`config.mk`:
```
export PLATFORM = sky130hd
export DESIGN_NAME = ex_stage
export DESIGN_NICKNAME = d
export VERILOG_FILES = /design/src/rtl/ex_pkg.sv /design/src/rtl/ex_alu.sv /design/src/rtl/ex_stage.sv
export SDC_FILE = /design/constraint.sdc
export NUM_CORES = 1
export LEC_CHECK = 0
export ABC_AREA = 1
export CORE_ASPECT_RATIO = 1.25
export CORE_MARGIN = 4
export CORE_UTILIZATION = 56
export CTS_CLUSTER_DIAMETER = 120
export CTS_CLUSTER_SIZE = 10
export DETAILED_ROUTE_END_ITERATION = 10
export PLACE_DENSITY = 0.8
export SKIP_CTS_REPAIR_TIMING = 1
export SLEW_MARGIN = 20
export SYNTH_ARGS = -nofsm -noshare
export SYNTH_HDL_FRONTEND = slang
export SYNTH_SLANG_ARGS = --single-unit
```
`constraint.sdc`:
```
create_clock -name clk -period 4.5 [get_ports clk]
set_input_delay 1.125 -clock clk [delete_from_list [all_inputs] [get_ports clk]]
set_output_delay 1.125 -clock clk [all_outputs]
set_load 0.1 [all_outputs]
```
`src/rtl/ex_pkg.sv`:
```
// Shared constants for the execute stage: widths, ALU opcodes, CCR bit positions,
// jump-select codes and operand-B source codes.
package ex_pkg;

  localparam int unsigned DATA_W = 16;
  localparam int unsigned SHMT_W = 4;
  localparam int unsigned OP_W   = 4;
  localparam int unsigned CCR_W  = 4;
  localparam int unsigned IMM_W  = 4;

  localparam logic [OP_W-1:0] OP_ADD = 4'd0;
  localparam logic [OP_W-1:0] OP_SUB = 4'd1;
  localparam logic [OP_W-1:0] OP_AND = 4'd2;
  localparam logic [OP_W-1:0] OP_OR  = 4'd3;
  localparam logic [OP_W-1:0] OP_NOT = 4'd4;
  localparam logic [OP_W-1:0] OP_INC = 4'd5;
  localparam logic [OP_W-1:0] OP_DEC = 4'd6;
  localparam logic [OP_W-1:0] OP_SHL = 4'd7;
  localparam logic [OP_W-1:0] OP_SHR = 4'd8;
  localparam logic [OP_W-1:0] OP_MOV = 4'd9;
  localparam logic [OP_W-1:0] OP_CMP = 4'd10;
  localparam logic [OP_W-1:0] OP_NOP = 4'd11;

  localparam int unsigned CCR_Z   = 0;
  localparam int unsigned CCR_N   = 1;
  localparam int unsigned CCR_C   = 2;
  localparam int unsigned CCR_INT = 3;

  localparam logic [1:0] JMP_Z      = 2'd0;
  localparam logic [1:0] JMP_N      = 2'd1;
  localparam logic [1:0] JMP_C      = 2'd2;
  localparam logic [1:0] JMP_ALWAYS = 2'd3;

  localparam logic [1:0] SRC_RSRC = 2'd0;
  localparam logic [1:0] SRC_DATA = 2'd1;
  localparam logic [1:0] SRC_IMM  = 2'd2;
  localparam logic [1:0] SRC_ZERO = 2'd3;

endpackage

```
`src/rtl/ex_alu.sv`:
```
// Combinational ALU: result plus candidate Z/N/C values and which of them the op updates.
module ex_alu
  import ex_pkg::*;
(
  input  logic [OP_W-1:0]   op,
  input  logic [DATA_W-1:0] a,
  input  logic [DATA_W-1:0] b,
  input  logic [SHMT_W-1:0] shmt,
  output logic [DATA_W-1:0] result,
  output logic              z,
  output logic              n,
  output logic              c,
  output logic              c_valid,
  output logic              zn_valid
);

  logic [DATA_W:0]   sum;
  logic [DATA_W:0]   diff;
  logic [DATA_W:0]   shl_ext;
  logic [DATA_W:0]   shr_ext;
  logic [DATA_W-1:0] flag_src;

  always_comb begin
    sum      = {1'b0, a} + {1'b0, b};
    // MSB of the widened difference is the unsigned borrow (a < b)
    diff     = {1'b0, a} - {1'b0, b};
    shl_ext  = {1'b0, a} << shmt;
    shr_ext  = {a, 1'b0} >> shmt;
    result   = a;
    c        = 1'b0;
    c_valid  = 1'b0;
    zn_valid = 1'b1;
    case (op)
      OP_ADD: begin result = sum[DATA_W-1:0];  c = sum[DATA_W];  c_valid = 1'b1; end
      OP_SUB: begin result = diff[DATA_W-1:0]; c = diff[DATA_W]; c_valid = 1'b1; end
      OP_AND: result = a & b;
      OP_OR:  result = a | b;
      OP_NOT: result = ~a;
      OP_INC: begin result = a + DATA_W'(1); c = &a;  c_valid = 1'b1; end
      OP_DEC: begin result = a - DATA_W'(1); c = ~|a; c_valid = 1'b1; end
      // Bit shifted out last lands in the guard bit of the widened value
      OP_SHL: begin result = shl_ext[DATA_W-1:0]; c = shl_ext[DATA_W]; c_valid = |shmt; end
      OP_SHR: begin result = shr_ext[DATA_W:1];   c = shr_ext[0];      c_valid = |shmt; end
      OP_MOV: begin result = b; zn_valid = 1'b0; end
      OP_CMP: begin result = a; c = diff[DATA_W]; c_valid = 1'b1; end
      default: zn_valid = 1'b0;
    endcase
    flag_src = (op == OP_CMP) ? diff[DATA_W-1:0] : result;
    z        = ~|flag_src;
    n        = flag_src[DATA_W-1];
  end

endmodule

```
`src/rtl/ex_stage.sv`:
```
// Execute stage: operand-B select, ALU, jump decision and the CCR {INT,C,N,Z} register.
module ex_stage
  import ex_pkg::*;
(
  input  logic              clk,
  input  logic              reset,
  input  logic              stall,
  input  logic [OP_W-1:0]   ALU_OP,
  input  logic [1:0]        ALU_src1,
  input  logic [DATA_W-1:0] Rdst_val,
  input  logic [DATA_W-1:0] Rsrc_val,
  input  logic [DATA_W-1:0] Data,
  input  logic [IMM_W-1:0]  hash_imm,
  input  logic [SHMT_W-1:0] Shmt,
  input  logic              set_Z,
  input  logic              set_N,
  input  logic              set_C,
  input  logic              set_INT,
  input  logic              clr_Z,
  input  logic              clr_N,
  input  logic              clr_C,
  input  logic              clr_INT,
  input  logic              is_jmp,
  input  logic [1:0]        jmp_sel,
  input  logic              flags_pop_vld,
  input  logic [CCR_W-1:0]  flags_pop_data,
  output logic [DATA_W-1:0] alu_result,
  output logic [CCR_W-1:0]  flags_out,
  output logic              take_jmp,
  output logic [DATA_W-1:0] jmp_target
);

  logic [CCR_W-1:0]  ccr;
  logic [CCR_W-1:0]  ccr_next;
  logic [CCR_W-1:0]  set_vec;
  logic [CCR_W-1:0]  clr_vec;
  logic [CCR_W-1:0]  jmp_clr;
  logic [CCR_W-1:0]  alu_mask;
  logic [CCR_W-1:0]  alu_val;
  logic [DATA_W-1:0] opnd_b;
  logic              alu_z;
  logic              alu_n;
  logic              alu_c;
  logic              alu_c_valid;
  logic              alu_zn_valid;

  always_comb begin
    case (ALU_src1)
      SRC_RSRC: opnd_b = Rsrc_val;
      SRC_DATA: opnd_b = Data;
      SRC_IMM:  opnd_b = DATA_W'(hash_imm);
      default:  opnd_b = '0;
    endcase
  end

  ex_alu u_alu (
    .op       (ALU_OP),
    .a        (Rdst_val),
    .b        (opnd_b),
    .shmt     (Shmt),
    .result   (alu_result),
    .z        (alu_z),
    .n        (alu_n),
    .c        (alu_c),
    .c_valid  (alu_c_valid),
    .zn_valid (alu_zn_valid)
  );

  assign jmp_target = Rdst_val;

  // Jump decision uses the registered CCR; a taken conditional jump consumes its flag
  always_comb begin
    take_jmp = is_jmp & ((jmp_sel == JMP_ALWAYS) | ccr[jmp_sel]);
    jmp_clr  = '0;
    if (take_jmp && (jmp_sel != JMP_ALWAYS)) jmp_clr[jmp_sel] = 1'b1;
  end

  always_comb begin
    set_vec  = {set_INT, set_C, set_N, set_Z};
    clr_vec  = {clr_INT, clr_C, clr_N, clr_Z};
    alu_mask = {1'b0, alu_c_valid, alu_zn_valid, alu_zn_valid};
    alu_val  = {1'b0, alu_c, alu_n, alu_z};
    ccr_next = ccr;
    // Popped flags come from MEM, which keeps running while EX is stalled
    if (flags_pop_vld) begin
      ccr_next = flags_pop_data;
    end else if (!stall) begin
      ccr_next = ((((ccr & ~alu_mask) | (alu_val & alu_mask)) & ~jmp_clr) | set_vec) & ~clr_vec;
    end
  end

  always_ff @(posedge clk) begin
    if (reset) ccr <= '0;
    else       ccr <= ccr_next;
  end

  assign flags_out = ccr;

endmodule
```
==> results.txt, run 1 <==
- After floorplanning, the core was divided into 43 placement rows.
* Root Driver: sky130_fd_sc_hd__clkbuf_16
- The number of clock buffers added by TritonCTS is 3.
- HPWL after DPL: 27.7 mm
* Post-Synthesis Mean Instance Area: a little under 5 µm²
* Number of enable-type register cells in the synthesized netlist: 0
- For this configuration, the core starts out at a cell density of 0.581.
* Ranking of synthesized cells by area: sky130_fd_sc_hd__nand2_1, sky130_fd_sc_hd__nand3_1, sky130_fd_sc_hd__ha_1
- Status: did not finish
* Cell count after synthesis: 1347
- Flop and latch count out of synthesis: 4
* Failed at: global routing (5_1_grt)
- The longest clock path from root to sink contains 2 buffers.
- Post-Syn Area: 6560 µm²
- Flip-flop cell with the highest count after synthesis: sky130_fd_sc_hd__dfxtp_1
* Fraction of registers with async set/reset: 0
* Area share of the leading cell type in the synthesized netlist: 0.268
- 118 I/O pins were placed.
* Die extent in x: 105 µm
- Dominant cell type by area after synthesis: sky130_fd_sc_hd__nand2_1
- Portion of the post-synthesis area used by sequential elements: 0.0122
* Library cells used by synthesis: 39
- Entering global routing, the biggest net connects 32 pins.
- Total nets after synthesis: roughly 1500
* Buffers on Ports: 117
* First error line in the log: [ERROR DPL-0038] Utilization greater than 100%, impossible to legalize
* Die height: roughly 130 µm
* Worst EP kind: output port
* Final RePlAce weighted congestion: about 1.2
- CTS built an H-tree with a depth of 1.
* Last worst endpoint in the global-route repair_timing: alu_result[15]
- Sinks on Clock Net: 4
* Warnings, synthesis: 0
==> cell usage after synthesis (10+ instances only) <==
| library cell | number |
|---|---|
| sky130_fd_sc_hd__nand2_1 | 469 |
| sky130_fd_sc_hd__nand4_1 | 27 |
| sky130_fd_sc_hd__ha_1 | 62 |
| sky130_fd_sc_hd__inv_1 | 196 |
| sky130_fd_sc_hd__buf_4 | 20 |
| sky130_fd_sc_hd__inv_2 | 10 |
| sky130_fd_sc_hd__buf_2 | 22 |
| sky130_fd_sc_hd__a21oi_1 | 54 |
| sky130_fd_sc_hd__nand3_1 | 206 |
| sky130_fd_sc_hd__nor3_1 | 11 |
| sky130_fd_sc_hd__nor2_1 | 137 |
| sky130_fd_sc_hd__nand3b_1 | 12 |
| sky130_fd_sc_hd__o21ai_0 | 37 |
==> cells by family after synthesis <==
logic type                 synth area share
adders and majority gates             0.127
and+or+nand+nor                       0.584
xor gates and xnor gates            0.00267
AOI/OAI and AO/OA                     0.103
DFF                                  0.0122
buffers and inverters                 0.171
==> per-stage QoR <==
step	area, µm²	instances	setup WS [ns]	hold slack [ns]
2_1_floorplan	6730	1347	-0.301	0.961
3_3_place_gp	9780	1799	-0.897	0.526
3_5_place_dp	9780	1799	-0.843	0.544
4_1_cts	9850	1802	-0.857	0.576
==> inputs of run 2 (changes only) <==
CORE_ASPECT_RATIO = not set   (was 1.25)
CORE_UTILIZATION = 40   (was 56)
CTS_CLUSTER_DIAMETER = not set   (was 120)
CTS_CLUSTER_SIZE = not set   (was 10)
PLACE_DENSITY = not set   (was 0.8)
PLACE_DENSITY_LB_ADDON = 0.15   (was not set)
==> results.txt, run 2 <==
- Power per Cell Area: roughly 170 nW/µm²
* Worst Setup SP: ALU_src1[1]
- Violation count after the first detailed-route iteration: 1260
* Average via count per standard cell: 5.60
- Crit path max-delay cell type: sky130_fd_sc_hd__ha_4
* Actual transition at the worst max-transition pin: 0.990 ns
- Post-Syn Area: 6560 µm² (unchanged)
* Portion of the post-synthesis area used by sequential elements: 0.0122 (unchanged)
* Total count of hold-check failures in the final report: 0
- Wires add up to 39.1 mm.
* CP max stage delay: 0.31 ns
- Of the cells placed in the final design, the portion with a size suffix greater than 1 is 0.383.
* Final RePlAce weighted congestion: 1.09 (was 1.21)
- Status: finished, violations left (was did not finish).
- Standby leakage power: 6.15 nW
- The most numerous cell in the Yosys netlist is sky130_fd_sc_hd__nand2_1 (unchanged).
* Fill cells: about 1400
* Worst setup path class: input pin to primary output
* Critical path launch point type: input pin
- Die height: 136 µm (was 129 µm)
- Pins Over Slew Limit: 0
* Clock tree from TritonCTS: built
- Critical Path Fanout Max: 6
* Number of primary I/O pins: 118 (unchanged)
- Utilization after layout: 0.737
* Cell area reported after detailed placement: 10300 µm² (was 9780 µm²)
- Post-Synthesis Mean Instance Area: 4.87 µm² (unchanged)
- Routed via count: 10968
- The total CTS buffers was 3 (unchanged).
* Max Root-Sink Buffers: 2 (unchanged)
- The number of synthesized flops with an enable pin was 0 (unchanged).
* Maximum Capacitance Violations: 0
- For the final database, setup skew stands at 0.00134 ns.
- Final net count: 1891
- Compared with the post-synthesis result, the final layout area differs by 79.6%.
- Most numerous cell on the critical path: sky130_fd_sc_hd__nand3_2
- The leading register cell type out of synthesis is sky130_fd_sc_hd__dfxtp_1 (unchanged).
- In the layout the commonest cells are sky130_fd_sc_hd__nand2_1, sky130_fd_sc_hd__buf_4, sky130_fd_sc_hd__nand3_1.
- Final Total Pwr: a little under 2 mW
- The signal on the critical path passes through buf_6, buf_8, nor2_4, clkbuf_16, inv_6, o22ai_4, inv_2, ha_4, inv_1, nand2_1, nand2_2, a21oi_4, nand2_2, nand3_2, nand3_2, nand3_2, nand4_1, nor2_4, clkinvlp_4, buf_12.
- Root Driver: sky130_fd_sc_hd__clkbuf_16 (unchanged)
* Sum of overflow across all layers after global routing: 0
- STA classifies the critical path endpoint as a primary output.
* Hold Path Class: flop to flop
- DIE AREA: approximately 19000 µm²
- The cell row count is 46 (was 43).
- The pre-antenna-repair detailed-routing pass consisted of 8 iterations.
- The fraction of registers with async set or reset after synthesis is 0 (unchanged).
- In this run the critical register-to-register path is launched from flags_out[2].
- In this run the standard cell core region covers 16000 µm².
- The cell taking the most area after synthesis is sky130_fd_sc_hd__nand2_1 (unchanged).
- The number of warnings printed during yosys synthesis came to 0 (unchanged).
* Post-detailed-route wirelength per cell: 19.9 µm
* Arrival time reported for the critical path endpoint: 3.77 ns
- RSZ-0062 raised after global routing: true
- The initial core utilization is 0.410 (was 0.581).
* Normalized max-slew margin: 0.338
- Number of global-route vias before repair: 9477
- The first global-routing pass estimated ~52 mm of wire.
- The placed wire-length estimate after detailed placement was 29.9 mm (was 27.7 mm).
- Non-Filler Cell Area, Final: approximately 12000 µm²
- Commonest cells in the netlist: sky130_fd_sc_hd__nand2_1, sky130_fd_sc_hd__nand3_1, sky130_fd_sc_hd__inv_1 (unchanged)
- At the worst endpoint, the required time is between 3 and 4 ns.
- Highest ir drop seen on vdd: 0.211 mV
- H-tree depth: 1 (unchanged)
- Hold path start: flags_out[3]
- The register with the most flip-flops in the layout has 4 of them.
- Source-to-sink clock delay at the later pin of the worst-skew pair: 0.22 ns
- Counting I/O delays and the setup requirement, the final critical path takes 4.89 ns.
* Maximum number of pins on one net before global-route repair: 22
* Flop and latch count out of synthesis: 4 (unchanged)
- Ranking of synthesized cells by area: sky130_fd_sc_hd__nand2_1, sky130_fd_sc_hd__nand3_1, sky130_fd_sc_hd__ha_1 (unchanged).
- Timing would allow up to between 200 and 250 MHz.
* Overall Global Routing Usage: 0.367
- The number of antenna violations at the first check in global routing is 0.
- Setup violations remaining at the end of the flow were counted as 15.
- Sinks on Clock Net: 4 (unchanged)
* Violated checks: setup timing
- Cell count after synthesis: 1347 (unchanged)
- Final hold slack: 0.557 ns
- The distinct cell type count after synthesis is 39 (unchanged).
* Die extent in x: 136 µm (was 105 µm)
* Antenna viol nets, final: 0
- DRC Markers: 0
- The area fraction of the dominant cell type after synthesis was 0.268 (unchanged).
* Total nets after synthesis: 1493 (unchanged)
- The library cell used most frequently in the layout, excluding fill and tap cells, is sky130_fd_sc_hd__nand2_1.
* Antenna fix cells: 0
- Worst-path clk slew: 0.03 ns
* Buffers on Ports: 117 (unchanged)
- In the finished design, the share of the clock period the worst path needs comes to 1.09.
* Post-Place Worst Slack: -1.00 ns (was -0.843 ns)
- After layout, the worst setup slack is -0.391 ns.
-- run 2: cell counts after synthesis --
No cell type changed its count.
-- run 2: per-stage QoR --
stage / setup TNS, ns / std cells
floorplan: -0.578 / 1347
global placement: -10.59 / 1932
detailed placement: -11.78 / 1932
CTS: -11.47 / 1935
global route: -4.38 / 1959
finish: -3.45 / 1959
-- run 2: final cells by class --
type | count | area (µm²) | share of cell area
multi-input cells | 1082 | 6630 | 0.562
repair buffers | 446 | 3910 | 0.331
flip-flops and latches | 4 | 80.1 | 0.00679
inverters | 208 | 826 | 0.0701
well taps | 216 | 270 | 0.0229
clock buffers | 3 | 75.1 | 0.00637
-- run 2: kinds of logic (layout without fill, tap and decap cells) --
family | Yosys count | after routing | synth area share
flops | 4 | 4 | 0.0122
buf+inv | 261 | 657 | 0.171
xor+xnor | 2 | 2 | 0.00267
simple gates | 893 | 893 | 0.584
fa+ha+maj | 65 | 65 | 0.127
compound gates | 122 | 122 | 0.103
-- run 2: final timing paths --
kind	end	slack, ns	cells after the start
worst max register to register	flags_out[2]	3.04	9
worst min register to register	flags_out[3]	0.56	2
worst min-delay path	flags_out[3]	0.56	2
worst max-delay path	alu_result[15]	-0.39	20
-- run 2: power breakdown --
| part | switching, mW | internal [mW] |
|---|---|---|
| Combinational | 1.06 | 0.716 |
| Clock | 0.0254 | 0.114 |
| Sequential | 0.00303 | 0.0380 |
-- run 2: worst max-delay path, delay by kind of cell --
family / cells / cell delay (ns)
AOI/OAI and AO/OA: 2 / 0.32
adders and majority gates: 1 / 0.31
buffers and inverters: 8 / 0.95
and+or+nand+nor: 9 / 1.07
-- run 2: metal layers --
| metal | share of wire | vias up | global-route usage | wire, µm |
|---|---|---|---|---|
| met5 | 0 | - | 0 | 0 |
| met4 | 0.065 | 0 | 0.148 | 2550 |
| met3 | 0.090 | 180 | 0.0337 | 3510 |
| met2 | 0.45 | 692 | 0.598 | 17500 |
| met1 | 0.40 | 4996 | 0.497 | 15500 |
| li1 | - | 5100 | - | - |
Note: power is estimated with default switching activity, not from simulation.
